==> config.mk <==
export PLATFORM = sky130hd
export DESIGN_NAME = vga_pixel_aligner
export DESIGN_NICKNAME = d
export VERILOG_FILES = /design/src/rtl/vga_pkg.sv /design/src/rtl/vga_sync_fifo.sv /design/src/rtl/vga_pixel_aligner.sv
export SDC_FILE = /design/constraint.sdc
export NUM_CORES = 1
export LEC_CHECK = 0
export CORE_UTILIZATION = 55
export DETAILED_ROUTE_END_ITERATION = 6
export PLACE_DENSITY = 0.71
export REMOVE_ABC_BUFFERS = 1
export SLEW_MARGIN = 0
export SYNTH_ARGS = -nofsm -noshare
export SYNTH_HDL_FRONTEND = slang
export SYNTH_HIERARCHICAL = 1
export SYNTH_SLANG_ARGS = --single-unit
export TNS_END_PERCENT = 50
==> constraint.sdc <==
create_clock -name clock -period 3.25 [get_ports clock]
set_input_delay 0.65 -clock clock [delete_from_list [all_inputs] [get_ports clock]]
set_output_delay 0.65 -clock clock [all_outputs]
set_load 0.05 [all_outputs]
==> src/rtl/vga_pkg.sv <==
// Shared constants for the VGA pixel aligner: FSM encoding and default colour depth.
package vga_pkg;

  localparam int unsigned DefColorWidth = 4;
  localparam int unsigned DefFifoDepth  = 16;

  localparam logic [1:0] StWaitSof   = 2'd0;
  localparam logic [1:0] StPrimed    = 2'd1;
  localparam logic [1:0] StStreaming = 2'd2;
  localparam logic [1:0] StFlush     = 2'd3;

endpackage

==> src/rtl/vga_sync_fifo.sv <==
// Single-clock first-word-fall-through FIFO with a synchronous clear.
module vga_sync_fifo #(
  parameter int unsigned WIDTH = 13,
  parameter int unsigned DEPTH = 16
) (
  input  logic             clock,
  input  logic             reset,
  input  logic             clear,
  input  logic             push,
  input  logic [WIDTH-1:0] wdata,
  input  logic             pop,
  output logic [WIDTH-1:0] rdata,
  output logic             full,
  output logic             empty
);

  localparam int unsigned AW = $clog2(DEPTH);

  // One extra pointer bit distinguishes full from empty when the indices match.
  logic [AW:0]      wptr_q, rptr_q;
  logic [WIDTH-1:0] mem_q [DEPTH];
  logic             do_push, do_pop;

  assign empty   = (wptr_q == rptr_q);
  assign full    = (wptr_q[AW] != rptr_q[AW]) && (wptr_q[AW-1:0] == rptr_q[AW-1:0]);
  assign do_push = push && !full;
  assign do_pop  = pop && !empty;
  assign rdata   = mem_q[rptr_q[AW-1:0]];

  always_ff @(posedge clock) begin
    if (!reset || clear) begin
      wptr_q <= '0;
      rptr_q <= '0;
    end else begin
      if (do_push) wptr_q <= wptr_q + 1'b1;
      if (do_pop)  rptr_q <= rptr_q + 1'b1;
    end
  end

  always_ff @(posedge clock) begin
    if (do_push) mem_q[wptr_q[AW-1:0]] <= wdata;
  end

endmodule

==> src/rtl/vga_pixel_aligner.sv <==
// Buffers a pixel stream and releases it in lock-step with the sync generator's
// active area, starting each frame on the SOF-tagged word.
module vga_pixel_aligner
  import vga_pkg::*;
#(
  parameter int unsigned COLOR_WIDTH = DefColorWidth,
  parameter int unsigned FIFO_DEPTH  = DefFifoDepth,
  parameter logic        SYNC_IDLE   = 1'b1
) (
  input  logic                     clock,
  input  logic                     reset,
  input  logic                     hsync_in,
  input  logic                     vsync_in,
  input  logic                     active_in,
  input  logic                     frame_start_in,
  input  logic [3*COLOR_WIDTH-1:0] s_data,
  input  logic                     s_valid,
  input  logic                     s_sof,
  output logic                     s_ready,
  input  logic                     underflow_clear,
  output logic                     hsync_out,
  output logic                     vsync_out,
  output logic [COLOR_WIDTH-1:0]   red,
  output logic [COLOR_WIDTH-1:0]   green,
  output logic [COLOR_WIDTH-1:0]   blue,
  output logic                     locked,
  output logic                     underflow
);

  localparam int unsigned PixW   = 3 * COLOR_WIDTH;
  localparam int unsigned EntryW = PixW + 1;

  logic [1:0]        state_q, state_d;
  logic [PixW-1:0]   pix_q, pix_d;
  logic              hsync_q, vsync_q;
  logic              underflow_q, underflow_set;
  logic              ready_int;
  logic              fifo_push, fifo_pop, fifo_clear, fifo_full, fifo_empty;
  logic [EntryW-1:0] head;
  logic              head_sof;
  logic [PixW-1:0]   head_pix;

  assign head_sof = head[PixW];
  assign head_pix = head[PixW-1:0];

  vga_sync_fifo #(
    .WIDTH(EntryW),
    .DEPTH(FIFO_DEPTH)
  ) u_fifo (
    .clock(clock),
    .reset(reset),
    .clear(fifo_clear),
    .push (fifo_push),
    .wdata({s_sof, s_data}),
    .pop  (fifo_pop),
    .rdata(head),
    .full (fifo_full),
    .empty(fifo_empty)
  );

  always_comb begin
    state_d       = state_q;
    ready_int     = 1'b0;
    fifo_push     = 1'b0;
    fifo_pop      = 1'b0;
    fifo_clear    = 1'b0;
    pix_d         = '0;
    underflow_set = 1'b0;
    case (state_q)
      StWaitSof: begin
        ready_int = 1'b1;
        // Anything before the first SOF word is dropped on the floor.
        fifo_push = s_valid && s_sof;
        if (fifo_push) state_d = StPrimed;
      end
      StPrimed: begin
        ready_int = !fifo_full;
        fifo_push = s_valid && !fifo_full;
        if (frame_start_in && !fifo_empty) begin
          fifo_pop = 1'b1;
          state_d  = StStreaming;
          if (active_in) pix_d = head_pix;
        end
      end
      StStreaming: begin
        ready_int = !fifo_full;
        fifo_push = s_valid && !fifo_full;
        if (active_in) begin
          if (fifo_empty) begin
            underflow_set = 1'b1;
            state_d       = StFlush;
          end else begin
            fifo_pop = 1'b1;
            // SOF tag and frame start must agree, otherwise the stream slipped.
            if (head_sof != frame_start_in) begin
              underflow_set = 1'b1;
              state_d       = StFlush;
            end else begin
              pix_d = head_pix;
            end
          end
        end
      end
      StFlush: begin
        fifo_clear = 1'b1;
        state_d    = StWaitSof;
      end
      default: state_d = StWaitSof;
    endcase
  end

  always_ff @(posedge clock) begin
    if (!reset) begin
      state_q     <= StWaitSof;
      pix_q       <= '0;
      hsync_q     <= SYNC_IDLE;
      vsync_q     <= SYNC_IDLE;
      underflow_q <= 1'b0;
    end else begin
      state_q     <= state_d;
      pix_q       <= pix_d;
      hsync_q     <= hsync_in;
      vsync_q     <= vsync_in;
      underflow_q <= underflow_set || (underflow_q && !underflow_clear);
    end
  end

  assign s_ready   = reset && ready_int;
  assign locked    = (state_q == StStreaming);
  assign underflow = underflow_q;
  assign hsync_out = hsync_q;
  assign vsync_out = vsync_q;
  assign red       = pix_q[PixW-1 -: COLOR_WIDTH];
  assign green     = pix_q[2*COLOR_WIDTH-1 -: COLOR_WIDTH];
  assign blue      = pix_q[COLOR_WIDTH-1:0];

endmodule

==> results of run 1 <==
-- per-stage QoR --
step	setup WS (ps)	TNS, ps	power (mW)	utilization, %
2_1_floorplan	-1100	-15720	4.04	-
3_3_place_gp	392	0	4.34	61.4
3_5_place_dp	385	0	4.37	61.4
4_1_cts	425	0	7.11	66.2
5_1_grt	227	0	7.30	66.2
6_report	434	0	7.07	66.2
-- worst max-delay path by stage --
| stage | startpoint | end | slack [ps] | cells after the start |
|---|---|---|---|---|
| 6_report | u_fifo/rptr_q[4] | u_fifo/mem_q[6][9] | 430 | 10 |
| 3_5_place_dp | s_sof | u_fifo/mem_q[5][6] | 380 | 8 |
| 2_1_floorplan | register | pix_q[0] | -1100 | 6 |
| 3_3_place_gp | s_valid | u_fifo/mem_q[1][3] | 390 | 7 |
| 5_1_grt | u_fifo/rptr_q[4] | u_fifo/mem_q[4][3] | 230 | 10 |
| 4_1_cts | u_fifo/rptr_q[4] | s_ready | 430 | 6 |
-- final cells by class --
class                           count  share of cell area [%]
Clock buffer                       39                    6.54
Sequential cell                   239                    62.6
Tap cell                          220                    2.51
Timing Repair Buffer               72                    5.74
Inverter                            8                   0.274
Clock inverter                      6                   0.752
Multi-Input combinational cell    195                    21.6
-- Yosys cell counts (4+ instances only) --
library cell    n
ha_1           10
nor2b_1         5
nand2b_1        6
nand2_1        17
clkbuf_1        8
and2_1         13
nand4_1         5
buf_2           4
and3_1         15
edfxtp_1      208
nor2_1          6
xnor2_1         6
mux2i_1         8
inv_1           8
buf_4           6
a21oi_1         7
o211ai_1        7
mux4_2         65
dfxtp_1        31
-- kinds of logic after synthesis --
| logic type | Yosys count |
|---|---|
| fa+ha+maj | 10 |
| compound gates | 27 |
| buf+inv | 28 |
| simple gates | 78 |
| xor+xnor | 7 |
| flops | 239 |
| mux | 73 |
-- power by group --
group	total [mW]	switching [mW]	internal (mW)
clock network	2.76	1.09	1.67
logic	0.795	0.472	0.323
registers	3.52	0.0539	3.46
total	7.07	1.61	5.46
-- metal layers --
layer / up-vias / routed length [um] / track usage [%]
met4: 2 / 348 / 6.13
met5: - / 14 / 0
li1: 2039 / - / -
met1: 2443 / 8030 / 33.0
met2: 180 / 9610 / 38.1
met3: 30 / 1460 / 4.90
-- worst reg2reg max path, stage by stage (launching register included) --
cell     delay [ps]
dfxtp_1         350
xnor2_1         410
nor2_1          160
nor2b_1         190
a21oi_1          60
nor3b_1         280
inv_1           140
a21oi_2         260
buf_4           240
and3_1          180
buf_4           230
-- registers in the layout (all words and copies together), names as in the netlist, named ones only --
signal / cells
hsync_out: 1
state_q: 2
pix_q: 12
u_fifo/rptr_q: 5
u_fifo/mem_q: 208
underflow: 1
vsync_out: 1
u_fifo/wptr_q: 5
==> reports/metrics.yaml, run 1 <==
status:
  status: "finished, final reports clean"
route:
  vias_per_cell: 6.03
  drtAntennaViolNets: 0
  drt_iter0_drc: 381
  routed_wl_um: 19500
  drc: 0
  wl_per_cell_um: 25.0
  vias: 4694
  firstDrtPassIters: 4
timing:
  rsz0062_at_grt: "false"
  timing.hold.ws_ps: 505
  fin_crit_sh_pct: 86.6
  fin_crit_ps: 2820
  worst_pin_slew_ps: 733
  finalSetupViolCount: 0
  slew_violations: 0
  max_freq_mhz: 355
  final_hold_viol_count: 0
  skew_ps: 8.66
  max-slew-margin-rel_pct: 50.9
floorplan:
  coreArea_um2: 16600
  die_w_um: 133
  io_pins: 38
  initial_utilization_pct: 56.5
  num_rows: 47
  fp.dieArea_um2: 17600
  die_y_um: 133
global_route:
  grt.total_usage_pct: 23.5
  grt_pass1_wl_um: 30000
  grt_pass1_vias: 4856
  antenna_found_initial: 1
  overflow: 0
  grt_max_degree: 22
setup_path:
  worstPathMaxFanout: 13
  arrival_ps: 3020
  path_class: "register to register"
  reg2reg_slack_ps: 430
  crit_required_ps: 3450
  cpPeakStageDelay_ps: 410
  crit_top_cell: "buf_4"
  critPathTopFamily: "simple AND/OR/NAND/NOR gates"
  start_kind: "register"
  critPathSlowestCell: "xnor2_1"
  cp.buffers_inverters: 3
  r2r-end: "u_fifo/mem_q[6][9]"
  r2r-start: "u_fifo/rptr_q[4]"
  path_cells: "xnor2_1 > nor2_1 > nor2b_1 > a21oi_1 > nor3b_1 > inv_1 > a21oi_2 > buf_4 > and3_1 > buf_4"
  cp-end-kind: "register"
  rr_worst_depth: 10
cells_and_area:
  antennaDiodeCount: 0
  final_common_cell: "edfxtp_1"
  stdcell_count: 779
  drive_gt1_share_pct: 25.6
  multi_input_area_um2: 2370
  fillers: 1108
  nets: 572
  finalInstanceArea_um2: 11000
  area_growth_syn_to_layout_pct: 17.2
  regArea_um2: 6870
  final_cell_mix: "edfxtp_1, mux4_2, clkdlybuf4s50_1, buf_4, dfxtp_1"
cts:
  cts_tree: "done"
  cts_buffer_depth: 3
  insertion_delay_ps: 510
  cts_resized: 0
  cts_num_sinks: 239
  cts_hold_buf: 0
  clk_pin_slew_ps: 60
  postCtsSetupBuffers: 0
  clock-root-buffer: "clkbuf_16"
  cts_made_buffers: 25
  htree_levels: 1
hold_path:
  hold_start: "state_q[1]"
  min_path_cells: 2
  min_path_type: "register to register"
  hold-path-endpoint: "state_q[1]"
yosys:
  syn-cell-area_um2: 9370
  synth_mux_area_share_pct: 16.5
  synth_top_area_share_pct: 66.7
  yosysTopAreaCell: "edfxtp_1"
  synth_xor_area_share_pct: 0.654
  synth.area.top_cells: "edfxtp_1, mux4_2, dfxtp_1"
  ys_ff_latch: 239
  postSynthAreaPerCell_um2: 20.3
  yosys_most_used_dff: "edfxtp_1"
  synth_top_family_by_area: "multiplexers"
  synth-compound-area-share_pct: 2.06
  synth_edf_count: 208
  synthAdderAreaFrac_pct: 1.34
  ys_types: 38
  yosysWarnings: 6
  synth_seq_area_share_pct: 73.3
  synthArstFlopShare_pct: 0
  synthSimpleGateAreaFrac_pct: 4.69
  netlist_instances: 462
placed_design:
  routabilityCongestion: 0.826
  placedCellCount: 734
  port_buffers: 37
  hpwlAfterDp_um: 13200
  dpl_cell_area_um2: 10200
power:
  vdd_ir_drop_max_mv: 0.542
  power_density_nw_per_um2: 644
  cellLeakagePower_nw: 3.56
run:
  timing.max_cap.violations: 0
No activity file was read; power rests on OpenSTA's default activity.
==> inputs of run 2 (changes only) <==
--- a/config.mk
+++ b/config.mk
@@ -7,6 +7,7 @@
 export LEC_CHECK = 0
 export CORE_UTILIZATION = 55
 export DETAILED_ROUTE_END_ITERATION = 6
+export MAX_ROUTING_LAYER = met4
 export PLACE_DENSITY = 0.71
 export REMOVE_ABC_BUFFERS = 1
 export SLEW_MARGIN = 0
==> run 2 against run 1 <==
Against the previous run:
- clock power is essentially flat
- highest routed layer is now met4
- clock skew is 0.59 ps higher
- sequential power barely moved
- routed wire length about the same
- largest cell class unchanged
==> reports/metrics.yaml, run 2 (synthesis results as in run 1) <==
status:
  status: "finished, final reports clean"
setup_path:
  critPathSlowestCell: "xnor2_1"
  crit_required_ps: 3450
  critPathTopFamily: "simple AND/OR/NAND/NOR gates"
  cp-end-kind: "register"
  worstPathMaxFanout: 13
  cp.buffers_inverters: 3
  path_cells: "xnor2_1 > nor2_1 > nor2b_1 > a21oi_1 > nor3b_1 > inv_1 > a21oi_2 > buf_4 > and3_1 > buf_4"
  arrival_ps: 3010
  path_class: "register to register"
  cpPeakStageDelay_ps: 410
  crit_top_cell: "buf_4"
  start_kind: "register"
placed_design:
  hpwlAfterDp_um: 13200
  port_buffers: 37
  pre_cts_slack_ps: 385
  routabilityCongestion: 0.840
cts:
  clk_pin_slew_ps: 60
  cts_made_buffers: 25
  cts_tree: "done"
  cts_num_sinks: 239
  cts_resized: 0
  htree_levels: 1
  postCtsSetupBuffers: 0
  insertion_delay_ps: 510
  cts_hold_buf: 0
  clock-root-buffer: "clkbuf_16"
  cts_buffer_depth: 3
timing:
  max_freq_mhz: 356
  max-slew-margin-rel_pct: 51.1
  final_hold_viol_count: 0
  setup_slack_ps: 441
  rsz0062_at_grt: "false"
  finalSetupViolCount: 0
  fin_crit_sh_pct: 86.4
  slew_violations: 0
  skew_ps: 9.25
  worst_pin_slew_ps: 731
  fin_crit_ps: 2810
route:
  drt_iter0_drc: 387
  routed_wl_um: 19500
  drtAntennaViolNets: 0
  firstDrtPassIters: 4
  vias: 4719
  vias_per_cell: 6.05
  wl_per_cell_um: 25.0
  drc: 0
global_route:
  grt.total_usage_pct: 24.2
  antenna_found_initial: 1
  grt_max_degree: 22
  grt_pass1_vias: 4846
  overflow: 0
  grt_pass1_wl_um: 30000
cells_and_area:
  final_common_cell: "edfxtp_1"
  nets: 572
  fillers: 1109
  final_cell_mix: "edfxtp_1, mux4_2, clkdlybuf4s50_1, buf_4, dfxtp_1"
  drive_gt1_share_pct: 25.6
  area_growth_syn_to_layout_pct: 17.2
  largest_reg_flops: 208
floorplan:
  coreArea_um2: 16600
  num_rows: 47
  die_w_um: 133
  io_pins: 38
  fp.dieArea_um2: 17600
  die_y_um: 133
  initial_utilization_pct: 56.5
power:
  finalPower_mw: 7.07
  cellLeakagePower_nw: 3.56
  power_density_nw_per_um2: 644
  vdd_ir_drop_max_mv: 0.540
hold_path:
  min_path_type: "register to register"
run:
  timing.max_cap.violations: 0
## run 2: area by class of cell
type	instances	area, um2	share of cell area [%]
sequential	239	6870	62.6
multi-input combinational	195	2370	21.6
clock buffer	39	718	6.54
timing repair buffer	72	631	5.74
tap	220	275	2.51
clock inverter	6	82.6	0.752
inverter	8	30.0	0.273
antenna	1	2.50	0.0228
## run 2: metal layers
metal / vias up / track usage [%] / share of wire, %
li1: 2043 / - / -
met1: 2448 / 32.8 / 41
met2: 203 / 38.2 / 50
met3: 25 / 4.67 / 7.3
met4: 0 / 6.13 / 1.7
met5: - / - / 0
## run 2: power by group
part	leakage (nW)	internal (mW)	switching, mW
clock	0.389	1.67	1.09
combinational	1.05	0.322	0.470
sequential	2.13	3.46	0.0547
total	3.56	5.46	1.61
## run 2: path summary, 6_finish.rpt
kind                   endpoint  cells after the start  slack [ps]              from
min                  state_q[1]                      2         510        state_q[1]
max reg2reg  u_fifo/mem_q[5][3]                     10         440  u_fifo/rptr_q[4]
max          u_fifo/mem_q[5][3]                     10         440  u_fifo/rptr_q[4]
min reg2reg          state_q[1]                      2         510        state_q[1]
## run 2: tightest hold or removal path, stage by stage (launching register included)
cell and delay [ps]:
dfxtp_1 340, nand2_1 60, mux2i_1 60
## run 2: per-stage QoR
step	instance area [um2]	utilization, %	std cells	hold WS (ps)	setup TNS, ps
detailed placement	10200	61.4	734	503	0
floorplan	9260	-	442	471	-15720
finish	11000	66.2	780	505	0
global route	11000	66.2	780	548	0
CTS	11000	66.2	779	510	0
global placement	10200	61.4	734	483	0
==> inputs of run 3 (changes only) <==
--- a/config.mk
+++ b/config.mk
@@ -5,6 +5,7 @@
 export SDC_FILE = /design/constraint.sdc
 export NUM_CORES = 1
 export LEC_CHECK = 0
+export CORE_MARGIN = 2
 export CORE_UTILIZATION = 55
 export DETAILED_ROUTE_END_ITERATION = 6
 export MAX_ROUTING_LAYER = met4
==> run 3 against run 2 <==
Against the previous run:
- first-iteration DRC count grew 32%
- die area grew 3.0%
- total power grew 0.48%
- register-to-register slack lost 120 ps
- clock skew grew 6.2 ps
- critical path type unchanged
- largest cell class unchanged
==> reports/metrics.yaml, run 3 (synthesis results as in run 1) <==
power:
  switching_share_pct: 22.4
  finalPower_mw: 7.10
  p_switching_mw: 1.59
  p_clk_share_pct: 40.0
  pwr-share-comb_pct: 10.5
  cellLeakagePower_nw: 3.53
  vdd_ir_drop_max_mv: 0.430
  pwr-share-seq_pct: 49.4
  p_int_mw: 5.51
  power_density_nw_per_um2: 647
global_route:
  grt_pass1_wl_um: 28600
  grt_max_degree: 34
  grt.total_usage_pct: 22.3
  antenna_found_initial: 0
  grt_pass1_vias: 4702
  overflow: 0
timing:
  rsz0062_at_grt: "false"
  skew_ps: 15.4
  final_hold_viol_count: 0
  fin_crit_ps: 2930
  finalSetupViolCount: 0
  fin_crit_sh_pct: 90.2
  setup_tns_ps: 0
  worst_pin_slew_ps: 1040
  max-slew-margin-rel_pct: 30.2
  setup_slack_ps: 317
  max_freq_mhz: 341
  slew_violations: 0
floorplan:
  initial_utilization_pct: 56.3
  coreArea_um2: 16600
  io_pins: 38
  die_w_um: 135
  die_y_um: 135
  num_rows: 47
  fp.dieArea_um2: 18100
cells_and_area:
  drive_gt1_share_pct: 24.6
  largest_reg_flops: 208
  fillers: 1058
  area_growth_syn_to_layout_pct: 17.2
  multi_input_area_um2: 2380
  regArea_um2: 6870
  stdcell_count: 769
  nets: 563
  finalInstanceArea_um2: 11000
  antennaDiodeCount: 0
  final_common_cell: "edfxtp_1"
  final_cell_mix: "edfxtp_1, mux4_2, clkdlybuf4s50_1"
route:
  wl_per_cell_um: 24.4
  drt_iter0_drc: 511
  drtAntennaViolNets: 0
  vias_per_cell: 6.04
  drc: 0
  vias: 4647
  routed_wl_um: 18800
  firstDrtPassIters: 4
cts:
  cts_tree: "done"
  clk_pin_slew_ps: 60
  insertion_delay_ps: 510
  cts_num_sinks: 239
  cts_buffer_depth: 3
  htree_levels: 1
  clock-root-buffer: "clkbuf_16"
  cts_hold_buf: 0
  cts_made_buffers: 24
setup_path:
  worstPathMaxFanout: 12
  rr_worst_depth: 6
  path_class: "register to register"
  start_kind: "register"
  arrival_ps: 3380
  reg2reg_slack_ps: 320
  cp-end-kind: "register"
  crit_required_ps: 3690
  r2r-end: "pix_q[1]"
placed_design:
  routabilityCongestion: 0.864
  dpl_cell_area_um2: 10200
  hpwlAfterDp_um: 11000
  port_buffers: 37
  pre_cts_slack_ps: 232
  placedCellCount: 726
hold_path:
  min_path_type: "register to register"
  hold-path-endpoint: "state_q[1]"
  hold_start: "state_q[1]"
  min_path_cells: 2
status:
  status: "finished, final reports clean"
run:
  timing.max_cap.violations: 0
run 3: cell count changes in the layout (fill, tap and decap cells not counted), sizes merged:
cell / delta
clkbuf: -6
buf: -8
clkinv: +1
clkinvlp: +1
diode: -1
bufinv: +2
run 3: area by class of cell:
cell class / instances / area share (%)
timing repair buffer: 64 / 5.54
inverter: 8 / 0.273
clock buffer: 33 / 6.06
clock inverter: 10 / 1.40
multi-input combinational: 195 / 21.7
sequential: 239 / 62.6
tap: 220 / 2.51
run 3: metrics by stage:
step	hold WS [ps]	utilization (%)
after global routing	558	66.0
after CTS	510	65.9
after floorplan	471	-
after detailed placement	501	61.0
final	515	66.0
after global placement	486	61.0
run 3: worst max-delay path by stage:
stage / from / to / cells after the start
floorplan: register / pix_q[0] / 6
global placement: register / pix_q[10] / 6
detailed placement: s_sof / u_fifo/mem_q[10][11] / 7
CTS: u_fifo/rptr_q[4] / u_fifo/mem_q[10][7] / 9
global route: u_fifo/rptr_q[4] / u_fifo/mem_q[10][7] / 9
finish: register / pix_q[1] / 6
run 3: repair_timing:
item                                    in CTS  in global routing
endpoints found under the setup margin       0                  9
setup buffers                                0                  0
gates resized for setup                      0                  1
run 3: worst max-delay path, stage by stage, from the launching register on:
cell and delay, ps:
dfxtp_4 470, mux4_2 530, mux4_2 550, nor2_1 130, a22oi_1 100, nor3_2 840, and2_1 240
run 3: layer usage:
layer	wire (um)	GRT usage, %	up-vias
met2	9310	35.1	176
met3	1120	2.82	28
li1	-	-	2025
met1	7980	31.7	2418
met5	0	-	-
met4	365	5.79	0
run 3: power by group through the flow:
stage	logic (mW)	registers, mW	clock network (mW)
after floorplan	0.461	3.58	0
after global placement	0.718	3.57	0
after detailed placement	0.738	3.58	0
after CTS	0.743	3.51	2.89
after global routing	0.814	3.52	3.01
final	0.748	3.51	2.85
